### src/rtl/sha_work_feeder_pkg.sv
// Shared SHA-256 feeder types and constants.
package sha_work_feeder_pkg;
  localparam int WORD_W      = 32;
  localparam int HASH_WORDS  = 8;
  localparam int BLOCK_WORDS = 16;
  localparam int TAIL_WORDS  = 3;

  // Chunk-2 padding: the 0x80 marker byte right after the nonce, and the
  // 640-bit (80-byte header) message length in the final word.
  localparam logic [WORD_W-1:0] PAD_ONE = 32'h8000_0000;
  localparam logic [WORD_W-1:0] PAD_LEN = 32'h0000_0280;

  localparam logic [3:0] LAST_WORD = 4'(BLOCK_WORDS - 1);

  typedef logic [HASH_WORDS-1:0][WORD_W-1:0] hash_state_t;
  typedef logic [TAIL_WORDS-1:0][WORD_W-1:0] tail_t;

  typedef enum logic {S_IDLE, S_ISSUE} feed_state_e;
endpackage

### src/rtl/sha_work_feeder_word_mux.sv
// Chunk-2 message word select: tail words, nonce, then fixed padding.
module sha_work_word_mux
  import sha_work_feeder_pkg::*;
(
  input  logic [3:0]        word_idx,
  input  tail_t             tail,
  input  logic [WORD_W-1:0] nonce,
  output logic [WORD_W-1:0] data
);
  // Words 5..14 are zero padding, covered by the default.
  always_comb begin
    data = '0;
    case (word_idx)
      4'd0, 4'd1, 4'd2: data = tail[word_idx[1:0]];
      4'd3:             data = nonce;
      4'd4:             data = PAD_ONE;
      LAST_WORD:        data = PAD_LEN;
      default:          data = '0;
    endcase
  end
endmodule

### src/rtl/sha_work_feeder.sv
// Expands a work unit into a stream of 16-word chunk-2 blocks, one per nonce.
module sha_work_feeder
  import sha_work_feeder_pkg::*;
(
  input  logic              clk,
  input  logic              rst,
  input  logic              work_valid,
  output logic              work_ready,
  input  hash_state_t       work_midstate,
  input  tail_t             work_tail,
  input  logic [WORD_W-1:0] work_nonce_start,
  input  logic [WORD_W-1:0] work_nonce_count,
  input  logic              abort,
  output logic              core_valid,
  output logic              core_newblock,
  output hash_state_t       core_hashstate,
  output logic [WORD_W-1:0] core_data,
  output logic [WORD_W-1:0] core_nonce,
  output logic              done
);
  feed_state_e       state_q, state_d;
  logic [3:0]        idx_q, idx_d;
  logic [WORD_W:0]   remaining_q, remaining_d;
  tail_t             tail_q, tail_d;
  logic              abort_q, abort_d;
  logic [WORD_W-1:0] nonce_d;
  logic              accept, last, issue_d;
  logic [WORD_W-1:0] mux_data;

  // work_ready is a register, so gating on it keeps the handshake exact.
  assign accept  = work_valid & work_ready;
  assign issue_d = (state_d == S_ISSUE);

  // Outputs are registered from next-state values so word 0 appears the
  // cycle after acceptance.
  sha_work_word_mux u_mux (
    .word_idx (idx_d),
    .tail     (tail_d),
    .nonce    (nonce_d),
    .data     (mux_data)
  );

  // Next-state: accept, walk 16 words per block, step nonce between blocks.
  always_comb begin
    state_d     = state_q;
    idx_d       = idx_q;
    remaining_d = remaining_q;
    tail_d      = tail_q;
    nonce_d     = core_nonce;
    abort_d     = abort_q;
    last        = 1'b0;
    case (state_q)
      S_IDLE: begin
        if (accept) begin
          state_d     = S_ISSUE;
          idx_d       = '0;
          tail_d      = work_tail;
          nonce_d     = work_nonce_start;
          remaining_d = (work_nonce_count == '0) ? {1'b1, {WORD_W{1'b0}}}
                                                 : {1'b0, work_nonce_count};
        end
      end
      S_ISSUE: begin
        if (abort) abort_d = 1'b1;
        if (idx_q == LAST_WORD) begin
          idx_d       = '0;
          remaining_d = remaining_q - 1'b1;
          if (remaining_q == 1 || abort_q || abort) begin
            state_d = S_IDLE;
            last    = 1'b1;
          end else begin
            // Nonce only advances when another block follows, so
            // core_nonce keeps the last issued nonce while idle.
            nonce_d = core_nonce + 1'b1;
          end
        end else begin
          idx_d = idx_q + 4'd1;
        end
      end
      default: state_d = S_IDLE;
    endcase
    if (state_d == S_IDLE) abort_d = 1'b0;
  end

  // State and registered outputs; async reset drops any block in flight.
  always_ff @(posedge clk or negedge rst) begin
    if (!rst) begin
      state_q        <= S_IDLE;
      idx_q          <= '0;
      remaining_q    <= '0;
      tail_q         <= '0;
      abort_q        <= 1'b0;
      work_ready     <= 1'b0;
      core_valid     <= 1'b0;
      core_newblock  <= 1'b0;
      core_hashstate <= '0;
      core_data      <= '0;
      core_nonce     <= '0;
      done           <= 1'b0;
    end else begin
      state_q       <= state_d;
      idx_q         <= idx_d;
      remaining_q   <= remaining_d;
      tail_q        <= tail_d;
      abort_q       <= abort_d;
      work_ready    <= ~issue_d;
      core_valid    <= issue_d;
      core_newblock <= issue_d && (idx_d == '0);
      core_data     <= issue_d ? mux_data : '0;
      core_nonce    <= nonce_d;
      done          <= last;
      if (accept) core_hashstate <= work_midstate;
    end
  end
endmodule

### config.mk
export PLATFORM = sky130hd
export DESIGN_NAME = sha_work_feeder
export DESIGN_NICKNAME = d
export VERILOG_FILES = /design/src/rtl/sha_work_feeder_pkg.sv /design/src/rtl/sha_work_feeder_word_mux.sv /design/src/rtl/sha_work_feeder.sv
export SDC_FILE = /design/constraint.sdc
export NUM_CORES = 1
export LEC_CHECK = 0
export ABC_AREA = 1
export CAP_MARGIN = 20
export CORE_AREA = 2 2 286 288
export DETAILED_ROUTE_END_ITERATION = 6
export DIE_AREA = 0 0 288 290
export GPL_ROUTABILITY_DRIVEN = 0
export RECOVER_POWER = 25
export SLEW_MARGIN = 20
export SYNTH_ARGS = -nofsm -noshare
export SYNTH_HDL_FRONTEND = slang
export SYNTH_HIERARCHICAL = 1
export SYNTH_SLANG_ARGS = --single-unit
### constraint.sdc
create_clock -name clk -period 3 [get_ports clk]
set_input_delay 0.45 -clock clk [delete_from_list [all_inputs] [get_ports clk]]
set_output_delay 0.45 -clock clk [all_outputs]
set_load 0.02 [all_outputs]
==> metrics.txt <==
# TYPE chip_impl_metric gauge
chip_impl_metric{name="async_reset_ff_share",unit="%"} 100
chip_impl_metric{name="slew_headroom",unit="%"} -22.4
chip_impl_metric{name="antenna_found_initial",unit=""} 27
chip_impl_metric{name="wirelength",unit="µm"} 84100
chip_impl_metric{name="worstHoldPathCells",unit=""} 3
chip_impl_metric{name="finalCritPeriodShare",unit="%"} 91.8
chip_impl_metric{name="max_freq",unit="GHz"} 0.363
chip_impl_metric{name="synthToLayoutAreaGrowth",unit="%"} 50.1
chip_impl_metric{name="timing_max_transition_violations_final",unit=""} 53
chip_impl_metric{name="synth-simple-area-share",unit="%"} 20.8
chip_impl_info{name="yosysMostFrequentCell",value="nand2_1"} 1
chip_impl_metric{name="fin_tns_setup",unit="ns"} 0
chip_impl_metric{name="first_global_vias",unit=""} 18000
chip_impl_metric{name="clkTransAtPathRegs",unit="ns"} 0.06
chip_impl_metric{name="detailedRoute.firstIterationViolations",unit=""} 1006
chip_impl_metric{name="postSynthAreaPerCell",unit="µm²"} 9.56
chip_impl_metric{name="post_cts_resized",unit=""} 0
chip_impl_metric{name="synthesis.yosys.warnings",unit=""} 6
chip_impl_metric{name="post_synthesis_net_count",unit=""} 2624
chip_impl_metric{name="die_h",unit="µm"} 290
chip_impl_metric{name="synth-compound-area-share",unit="%"} 3.86
chip_impl_metric{name="max_slew.worst_pin.slew",unit="ns"} 1.84
chip_impl_metric{name="power_density_of_the_placed_cells",unit="mW/mm²"} 1070
chip_impl_metric{name="core_area",unit="mm²"} 0.0802
chip_impl_metric{name="cells_after_synth",unit=""} 2200
chip_impl_metric{name="max-clock-path-buffers",unit=""} 3
chip_impl_metric{name="via_per_inst",unit=""} 4.43
chip_impl_metric{name="combined_area_of_all_synthesized_cells",unit="mm²"} 0.0210
chip_impl_metric{name="grt_max_degree",unit=""} 115
chip_impl_metric{name="synth.ff_latch_count",unit=""} 458
chip_impl_info{name="synth-main-ff-cell",value="dfrtp_1"} 1
chip_impl_metric{name="yosysSeqAreaShare",unit="%"} 54.5
chip_impl_metric{name="global_route.overflow_total",unit=""} 0
chip_impl_metric{name="report.final.hold_viol_count",unit=""} 0
chip_impl_metric{name="cts_buffers",unit=""} 55
chip_impl_info{name="yosysTopAreaCell",value="dfrtp_1"} 1
chip_impl_metric{name="start_util",unit="%"} 26.2
chip_impl_metric{name="crit_arrival",unit="ns"} 2.30
chip_impl_metric{name="power_leakage",unit="nW"} 14.3
chip_impl_metric{name="grt_usage",unit="%"} 19.6
chip_impl_metric{name="design.die.area",unit="mm²"} 0.0835
chip_impl_metric{name="clock_insertion_delay_worst_skew",unit="ns"} 0.62
chip_impl_metric{name="cts_sinks",unit=""} 458
chip_impl_metric{name="synth_cell_types",unit=""} 43
chip_impl_metric{name="worst_ir_drop_vdd",unit="mV"} 0.488
chip_impl_metric{name="die_w",unit="µm"} 288
chip_impl_info{name="synth.area.top_cells",value="dfrtp_1, mux2_2, nand2_1, inv_1, nand3_1"} 1
chip_impl_metric{name="post_dp_cell_area",unit="mm²"} 0.0297
chip_impl_metric{name="worst-path-max-fanout",unit=""} 44
chip_impl_metric{name="cp.required",unit="ns"} 2.55
chip_impl_metric{name="htree_num_levels",unit=""} 2
chip_impl_metric{name="route.detailed.drc",unit=""} 0
chip_impl_metric{name="post_synth_mux_area_share",unit="%"} 13.7
chip_impl_info{name="synth_top_family_by_area",value="simple AND/OR/NAND/NOR gates"} 1
chip_impl_info{name="cts_tree",value="built"} 1
chip_impl_metric{name="design_area",unit="mm²"} 0.0316
chip_impl_metric{name="detailroute.via_count",unit=""} 18000
chip_impl_metric{name="min_period",unit="ns"} 2.75
chip_impl_metric{name="synthDominantCellAreaShare",unit="%"} 54.5
chip_impl_metric{name="fin_skew",unit="ns"} 0.0405
chip_impl_info{name="min_path_type",value="primary input to flip-flop"} 1
chip_impl_metric{name="global_route_wire_length_before_repair",unit="µm"} 121000
chip_impl_metric{name="synthXorXnorAreaFrac",unit="%"} 0.500
chip_impl_info{name="top_cells_by_count_synth",value="nand2_1, dfrtp_1, mux2_2, inv_1, nor2_1"} 1
chip_impl_info{name="status",value="finished with violations"} 1
chip_impl_metric{name="port-buffer-count",unit=""} 743
chip_impl_info{name="rsz0062_at_grt",value="no"} 1
chip_impl_metric{name="finish.net_count",unit=""} 3367
chip_impl_metric{name="count_of_max_cap_constraint_violations",unit=""} 1
chip_impl_metric{name="finalSetupViolCount",unit=""} 0
chip_impl_metric{name="io_pins",unit=""} 744
chip_impl_metric{name="drive_above_1_share",unit="%"} 15.8
chip_impl_metric{name="row_count",unit=""} 104
chip_impl_info{name="kind_of_end_point_of_the_critical_path",value="output port"} 1
chip_impl_info{name="worst-setup-path-type",value="flip-flop to output port"} 1
chip_impl_info{name="violations_in_the_final_reports",value="max-capacitance violations, max-slew violations"} 1
chip_impl_metric{name="r2r.worst_path.cells",unit=""} 16
chip_impl_info{name="clockRootBuffer",value="clkbuf_16"} 1
chip_impl_metric{name="hpwlAfterDp",unit="µm"} 66600
chip_impl_metric{name="synth_edf_count",unit=""} 0
chip_impl_info{name="critPathLaunchType",value="flip-flop"} 1
chip_impl_metric{name="first_pass_iters",unit=""} 5
chip_impl_metric{name="wire_per_inst",unit="µm"} 20.7
chip_impl_metric{name="ant_nets",unit=""} 0
chip_impl_metric{name="synthAdderAreaFrac",unit="%"} 0.238
chip_impl_metric{name="setup_slack_on_the_worst_flop_to_flop_path",unit="ns"} 0.41
==> cells by family after synthesis <==
| logic type | Yosys count |
|---|---|
| AOI/OAI and AO/OA | 130 |
| xor gates and xnor gates | 12 |
| adders and majority gates | 4 |
| buffers and inverters | 315 |
| DFF | 458 |
| muxes | 256 |
| and+or+nand+nor | 1025 |
==> registers in the layout, indices dropped and copies added, names as in the netlist <==
name	count
core_nonce	32
abort_q	1
tail_q	96
core_newblock	1
idx_q	4
state_q	1
work_ready	1
core_hashstate	256
done	1
remaining_q	33
core_data	32
==> stage by stage <==
| step | std cells | setup WS, ns | util [%] | total power, mW | hold WS [ns] |
|---|---|---|---|---|---|
| 4_1_cts | 4047 | 0.215 | 39.4 | 34.3 | 0.344 |
| 3_3_place_gp | 3944 | 0.0948 | 37.1 | 27.2 | 0.449 |
| 3_5_place_dp | 3945 | 0.168 | 37.1 | 27.3 | 0.452 |
| 6_report | 4057 | 0.245 | 39.4 | 33.9 | 0.390 |
| 5_1_grt | 4055 | 0.149 | 39.4 | 35.9 | 0.372 |
| 2_1_floorplan | 2200 | 0.866 | - | 19.4 | 0.154 |
==> layout make-up <==
class / instances / area [µm²]
Antenna cell: 10 / 25.0
Fill cell: 8007 / 48600
Inverter: 216 / 811
Timing Repair Buffer: 785 / 7890
Tap cell: 1060 / 1330
Sequential cell: 458 / 11500
Clock inverter: 20 / 228
Multi-Input combinational cell: 1427 / 8230
Clock buffer: 81 / 1610
==> path summary, 6_finish.rpt <==
| check | endpoint | start |
|---|---|---|
| setup / recovery | core_valid | state_q |
| hold / removal | tail_q[49] | work_tail[49] |
| setup reg to reg | core_data[19] | idx_q[0] |
| hold reg to reg | tail_q[58] | tail_q[58] |
| max in group asynchronous | core_hashstate[217] | rst |
| min in group asynchronous | core_nonce[19] | rst |
==> layout by cell type (no fill, tap or decap), types with 4 or more instances in the layout <==
master	n
nand2_1	700
o22ai_1	6
buf_12	12
a21oi_1	27
o21ai_0	36
xor2_1	12
clkbuf_8	11
buf_4	24
o21ai_1	11
inv_1	194
nand4_1	23
nand2_2	9
nor2_1	122
nor4_1	4
clkbuf_16	56
clkinv_2	10
o21bai_2	8
nand3_2	5
inv_2	22
bufinv_16	4
mux2_2	256
a31oi_1	4
a22oi_1	33
clkdlybuf4s50_1	742
ha_1	4
dfrtp_1	457
nand3_1	104
nor2_4	9
nor3_1	11
clkbuf_1	16
diode_2	10
nand3_4	4
nor2_2	19
==> timing repair <==
item                                   in CTS  in global routing
buffers inserted                            0                  0
endpoints found under the hold margin      46                  0
setup endpoints to repair                   0                  0
hold buffers                                1                  0
==> worst max-delay path, cell delays in order (launching register included) <==
cell	delay [ns]
dfrtp_2	0.48
buf_4	0.48
clkdlybuf4s50_1	0.71
==> power by group <==
| part | leakage [nW] | switching [mW] | internal, mW |
|---|---|---|---|
| sequential | 5.61 | 1.69 | 9.00 |
| combinational | 7.77 | 9.26 | 7.18 |
| clock | 0.901 | 2.76 | 4.04 |
| total | 14.3 | 13.7 | 20.2 |
==> routing by layer <==
layer  track usage [%]  up-vias  share of wire [%]
met5                 0        -               0.21
met4              8.14       26                4.1
met3              7.46      151                 10
met2              32.7      660                 48
met1              22.5     8574                 38
li1                  -     8551                  -
Note: power is estimated with default switching activity, not from simulation.
